==> config.mk <==
export PLATFORM = sky130hd
export DESIGN_NAME = imm_gen_pipe
export DESIGN_NICKNAME = d
export VERILOG_FILES = /design/src/rtl/imm_gen_pkg.sv /design/src/rtl/imm_gen_pipe_extract.sv /design/src/rtl/imm_gen_pipe.sv
export SDC_FILE = /design/constraint.sdc
export NUM_CORES = 1
export LEC_CHECK = 0
export BUFFER_PORTS_ARGS = -buffer_cell sky130_fd_sc_hd__buf_2
export CELL_PAD_IN_SITES_DETAIL_PLACEMENT = 0
export CELL_PAD_IN_SITES_GLOBAL_PLACEMENT = 1
export CORE_ASPECT_RATIO = 2
export CORE_MARGIN = 2
export CORE_UTILIZATION = 42
export DETAILED_ROUTE_END_ITERATION = 10
export GPL_ROUTABILITY_DRIVEN = 0
export PLACE_DENSITY_LB_ADDON = 0.08
export SLEW_MARGIN = 20
export SYNTH_ARGS = -nofsm -noshare
export SYNTH_HDL_FRONTEND = slang
export SYNTH_SLANG_ARGS = --single-unit
==> constraint.sdc <==
create_clock -name clk -period 3.9 [get_ports clk]
set_input_delay 0.195 -clock clk [delete_from_list [all_inputs] [get_ports clk]]
set_output_delay 0.195 -clock clk [all_outputs]
set_load 0.005 [all_outputs]
==> src/rtl/imm_gen_pkg.sv <==
// Shared types, opcode constants and select helpers for the immediate generator.
package imm_gen_pkg;

    // Immediate types; the encodings match the external in_imm_sel field.
    typedef enum logic [2:0] {
        IMM_I    = 3'b000,
        IMM_S    = 3'b001,
        IMM_B    = 3'b010,
        IMM_U    = 3'b011,
        IMM_J    = 3'b100,
        IMM_JALR = 3'b101
    } imm_sel_t;

    // Select value used internally for anything that has no immediate format.
    localparam logic [2:0] SEL_ILLEGAL = 3'b111;

    // Major opcodes (instr[6:0]) recognised by the automatic decoder.
    localparam logic [6:0] OP_IMM    = 7'b0010011;
    localparam logic [6:0] OP_LOAD   = 7'b0000011;
    localparam logic [6:0] OP_SYSTEM = 7'b1110011;
    localparam logic [6:0] OP_JALR   = 7'b1100111;
    localparam logic [6:0] OP_STORE  = 7'b0100011;
    localparam logic [6:0] OP_BRANCH = 7'b1100011;
    localparam logic [6:0] OP_LUI    = 7'b0110111;
    localparam logic [6:0] OP_AUIPC  = 7'b0010111;
    localparam logic [6:0] OP_JAL    = 7'b1101111;

    // Maps a major opcode onto its immediate format; unknown opcodes become illegal.
    function automatic logic [2:0] decode_opcode(input logic [6:0] opcode);
        logic [2:0] sel;
        sel = SEL_ILLEGAL;
        case (opcode)
            OP_IMM, OP_LOAD, OP_SYSTEM: sel = IMM_I;
            OP_JALR:                    sel = IMM_JALR;
            OP_STORE:                   sel = IMM_S;
            OP_BRANCH:                  sel = IMM_B;
            OP_LUI, OP_AUIPC:           sel = IMM_U;
            OP_JAL:                     sel = IMM_J;
            default:                    sel = SEL_ILLEGAL;
        endcase
        return sel;
    endfunction

    // Register-relative formats add to rs1; all others are PC-relative.
    function automatic logic uses_rs1_base(input logic [2:0] sel);
        return (sel == IMM_I) || (sel == IMM_S) || (sel == IMM_JALR);
    endfunction

    // Only control-flow formats produce a target whose alignment matters.
    function automatic logic is_ctrl_flow(input logic [2:0] sel);
        return (sel == IMM_B) || (sel == IMM_J) || (sel == IMM_JALR);
    endfunction

endpackage

==> src/rtl/imm_gen_pipe_extract.sv <==
// Combinational immediate extraction: gathers the scattered immediate bits of
// each instruction format and sign-extends from instr[31] to XLEN. The opcode
// bits are not part of any immediate, so only instr[31:7] is taken.
module imm_extract
    import imm_gen_pkg::*;
#(
    parameter int XLEN = 32
) (
    input  logic [31:7]     instr,
    input  logic [2:0]      sel,
    output logic [XLEN-1:0] imm,
    output logic            illegal
);

    logic [31:0] raw;

    // Build a 32-bit sign-extended immediate per format, then widen to XLEN.
    always_comb begin
        raw     = '0;
        illegal = 1'b0;
        case (sel)
            IMM_I, IMM_JALR: raw = {{20{instr[31]}}, instr[31:20]};
            IMM_S:           raw = {{20{instr[31]}}, instr[31:25], instr[11:7]};
            IMM_B:           raw = {{19{instr[31]}}, instr[31], instr[7],
                                    instr[30:25], instr[11:8], 1'b0};
            IMM_U:           raw = {instr[31:12], 12'b0};
            IMM_J:           raw = {{11{instr[31]}}, instr[31], instr[19:12],
                                    instr[20], instr[30:21], 1'b0};
            default:         illegal = 1'b1;
        endcase
        imm = XLEN'($signed(raw));
    end

endmodule

==> src/rtl/imm_gen_pipe.sv <==
// Two-stage immediate generator and address/target unit. Stage 1 captures the
// select, the sign-extended immediate and the chosen base; stage 2 forms the
// target, flags misalignment and illegal selects, and drives the outputs.
// A valid/ready handshake with one-register-per-stage buffering gives full
// throughput and holds results stable under backpressure.
module imm_gen_pipe
    import imm_gen_pkg::*;
#(
    parameter int XLEN        = 32,
    parameter int IALIGN      = 32,
    parameter int AUTO_DECODE = 0
) (
    input  logic            clk,
    input  logic            rst,
    input  logic            in_valid,
    output logic            in_ready,
    input  logic [31:0]     in_instr,
    input  logic [XLEN-1:0] in_pc,
    input  logic [XLEN-1:0] in_rs1,
    input  logic [2:0]      in_imm_sel,
    output logic            out_valid,
    input  logic            out_ready,
    output logic [XLEN-1:0] out_imm,
    output logic [XLEN-1:0] out_target,
    output logic            out_misaligned,
    output logic            out_illegal
);

    logic            s1_valid;
    logic            s2_valid;
    logic            s1_adv;
    logic            in_accept;

    logic [2:0]      in_sel;
    logic [XLEN-1:0] in_base;
    logic [XLEN-1:0] ext_imm;
    logic            ext_illegal;

    logic [2:0]      s1_sel;
    logic [XLEN-1:0] s1_imm;
    logic [XLEN-1:0] s1_base;
    logic            s1_illegal;

    logic [XLEN-1:0] s2_imm_d;
    logic [XLEN-1:0] s2_target_d;
    logic            s2_mis_d;
    logic            s2_ill_d;

    assign in_sel  = (AUTO_DECODE != 0) ? decode_opcode(in_instr[6:0]) : in_imm_sel;
    assign in_base = uses_rs1_base(in_sel) ? in_rs1 : in_pc;

    // Stage 1 may advance whenever stage 2 is empty or being drained; the
    // input side is open whenever stage 1 is empty or moving on. Neither
    // depends on out_valid, so out_valid never sees out_ready combinationally.
    assign s1_adv    = !s2_valid || out_ready;
    assign in_ready  = !rst && (!s1_valid || s1_adv);
    assign in_accept = in_valid && in_ready;
    assign out_valid = s2_valid;

    imm_extract #(
        .XLEN(XLEN)
    ) u_extract (
        .instr  (in_instr[31:7]),
        .sel    (in_sel),
        .imm    (ext_imm),
        .illegal(ext_illegal)
    );

    // Stage 1 register: refills (or empties) whenever the input side is open.
    always_ff @(posedge clk) begin
        if (rst) begin
            s1_valid   <= 1'b0;
            s1_sel     <= IMM_I;
            s1_imm     <= '0;
            s1_base    <= '0;
            s1_illegal <= 1'b0;
        end else if (in_ready) begin
            s1_valid <= in_valid;
            if (in_accept) begin
                s1_sel     <= in_sel;
                s1_imm     <= ext_imm;
                s1_base    <= in_base;
                s1_illegal <= ext_illegal;
            end
        end
    end

    // Target formation: wrap-around add, JALR LSB clear, then alignment check.
    always_comb begin
        s2_imm_d    = s1_imm;
        s2_target_d = s1_base + s1_imm;
        s2_mis_d    = 1'b0;
        s2_ill_d    = 1'b0;
        if (s1_sel == IMM_JALR) begin
            s2_target_d[0] = 1'b0;
        end
        if (is_ctrl_flow(s1_sel)) begin
            s2_mis_d = (IALIGN == 32) ? (s2_target_d[1:0] != 2'b00) : s2_target_d[0];
        end
        if (s1_illegal) begin
            s2_imm_d    = '0;
            s2_target_d = '0;
            s2_mis_d    = 1'b0;
            s2_ill_d    = 1'b1;
        end
    end

    // Stage 2 / output register: only loads when the consumer side allows it,
    // so the outputs hold steady while out_ready is low.
    always_ff @(posedge clk) begin
        if (rst) begin
            s2_valid       <= 1'b0;
            out_imm        <= '0;
            out_target     <= '0;
            out_misaligned <= 1'b0;
            out_illegal    <= 1'b0;
        end else if (s1_adv) begin
            s2_valid <= s1_valid;
            if (s1_valid) begin
                out_imm        <= s2_imm_d;
                out_target     <= s2_target_d;
                out_misaligned <= s2_mis_d;
                out_illegal    <= s2_ill_d;
            end
        end
    end

endmodule

==> results.ini <==
[critical_path]
worst_r2r_path_depth = 11
worstReg2RegStart = s1_imm[0]
worstPathArrival_ns = 3.40
cp_max_fo = 3
path_class = register to register
worstSetupStartpoint = s1_imm[0]
worst_ep_required_time_ns = 4.21
worstReg2RegEnd = out_target[24]
reg2reg_slack_ns = 0.81
crit_path_end_kind = register
cp-endpoint = out_target[24]
cp-start-kind = register

[grt]
grt.met3_usage_pct = 4.50
gr-usage-all-layers_pct = 26.5
antenna_found_initial = 0
grt_max_degree = 90
use_met1_pct = 30.5
busiest_layer = met2
grt_remaining_overflow = 0
gr-usage-met2_pct = 48.4
grt_pass1_vias = 6859
grt_pass1_wl_mm = 36.2

[worst_hold_path]
holdPathStages = 3
hold_class = primary input to register

[route]
wl_per_cell_um = 19.0
firstDrtPassIters = 5
drc_errors = 0
drt-total-wl_mm = 23.6
vias = 7010
ant_nets = 0
drt-initial-drc-count = 309
viasPerCell = 5.64

[power]
p_per_area_nw_per_um2 = 446
p_leak_nw = 3.79
vdd_ir_drop_max_v = 0.000333

[run]
maxCapViolCount = 0

[timing]
hold_violations = 0
slew_violations = 0
clock.fmax_mhz = 324
finalSetupTns_ns = 0
rsz0062_at_grt = false
tightest_slew_ns = 0.958
skew_ns = 0.00619
timing.slew.headroom_pct = 36.1
hold-worst-slack_ns = 0.0106
setup_viol = 0
layout_worst_path_cycle_share_pct = 79.3
fin_crit_ns = 3.09

[outcome]
status = finished clean

[finish]
fillers = 1688
final_common_cell = buf_2
num_antenna_cells = 0
area_growth_syn_to_layout_pct = 22.0
multi_input_comb_area_um2 = 4070
final_core_util_pct = 51.9
final_nets = 1157
final_cell_mix = buf_2, nor2_1, dfxtp_1
regArea_um2 = 2720
stdcell_area_um2 = 8660
layout-drive-gt1-share_pct = 20.9

[clock_network]
clock_path_buffers = 2
htree_levels = 4
clkTransAtPathRegs_ns = 0.06
cts_tree = yes
post-cts-setup-buffers = 0
clk_latency_ns = 0.42
root_buffer = clkbuf_16
ctsHoldBuffers = 0
cts_resized = 0
numCtsBuffers = 17
cts_sinks = 136

[place]
postPlaceCellArea_um2 = 8000
port_buffers = 163
hpwl_mm = 17.4

[die]
rows = 67
die_w_um = 95.9
pin_count = 171
dieArea_um2 = 18000
floorplan.initialDensity_pct = 42.5
die_y_um = 188
core_um2 = 16700

[synth]
synthArstFlopShare_pct = 0
synth_top_area_cell = dfxtp_1
synthDistinctLibCells = 55
synth.avg_cell_area_um2 = 7.87
syn-num-nets = 1037
netlist_top_cells_area = dfxtp_1, nor2_1, a21oi_1
synthCells = 902
synth.top_cell.area_share_pct = 38.4
ys_seq_area_share_pct = 38.4
yosysWarnings = 0
ys.flop_type = dfxtp_1
syn_area_um2 = 7090
yosys_register_bits = 136
synth_edf_count = 0

[cells in the mapped netlist, types with 3 or more instances]
master	n
nor2_1	145
dfxtp_1	136
a21oi_1	102
nand2_1	83
clkbuf_1	71
o21ai_0	58
a311oi_1	32
ha_1	31
nor3b_1	31
nor3_1	24
nand3_1	21
a22o_1	19
a21o_1	17
xor2_1	15
inv_1	13
xnor2_1	13
o221ai_1	9
a211oi_1	6
a22oi_1	6
a31oi_1	5
and2_1	5
nand2b_1	5
a221oi_1	4
o21bai_1	4
mux2i_1	3
nand3b_1	3
nor2b_1	3
o31ai_1	3
[power by group]
part           switching (mW)  total (mW)  leakage [nW]  internal [mW]
logic                   0.321       0.531          2.37          0.210
clock network           0.647        1.81         0.311           1.16
registers              0.0644        1.52          1.11           1.46
total                    1.03        3.86          3.79           2.83
[layer usage]
metal	share of wire (%)	vias to the layer above	routed length [um]
met4	2.3	0	534
met3	3.8	34	900
met5	0	-	0
li1	-	3486	-
met2	54	180	12800
met1	40	3310	9370
[flip-flops by register name, summed over array words and instances (netlist names)]
register        count
out_misaligned      1
out_illegal         1
out_valid           1
s1_illegal          1
s1_base            32
s1_valid            1
s1_sel              3
out_imm            32
out_target         32
s1_imm             32
[per-stage QoR]
stage                     cells  total power [mW]  setup WS [ns]
final                      1242              3.86          0.809
after global routing       1242              4.02          0.640
after CTS                  1242              3.89          0.862
after detailed placement   1210              2.09          0.887
after global placement     1210              2.08          0.912
after floorplan             902              1.88           1.28
[worst min path at each step]
stage | startpoint | to
2_1_floorplan | in_valid | s1_valid
3_3_place_gp | in_valid | s1_valid
3_5_place_dp | in_valid | s1_valid
4_1_cts | in_valid | s1_valid
5_1_grt | in_rs1[29] | s1_base[29]
6_report | in_valid | s1_valid
[cell type report]
| type | count | share of cell area, % |
|---|---|---|
| Tap cell | 207 | 2.99 |
| Multi-Input combinational cell | 681 | 47.0 |
| Clock buffer | 19 | 5.12 |
| Clock inverter | 13 | 2.50 |
| Sequential cell | 136 | 31.5 |
| Inverter | 13 | 0.564 |
| Timing Repair Buffer | 173 | 10.3 |
[cell families (layout without fill, tap and decap cells)]
logic type      Yosys count  after routing  share of synthesized area, %
simple gates            327            327                          20.6
compound gates          291            291                          26.9
flops                   136            136                          38.4
buf+inv                  85            218                          4.50
fa+ha+maj                32             32                          5.75
xor+xnor                 28             28                          3.46
mux                       3              3                         0.423
[critical path: stages (launching register included)]
cell      delay (ns)
dfxtp_1         0.36
ha_1            0.23
inv_1           0.07
fa_1            0.40
nand2b_1        0.18
a211oi_1        0.40
o21ai_0         0.21
a21oi_1         0.30
o21ai_0         0.26
a21boi_0        0.26
xor2_1          0.10
a22o_1          0.20
No activity file was read; power rests on OpenSTA's default activity.
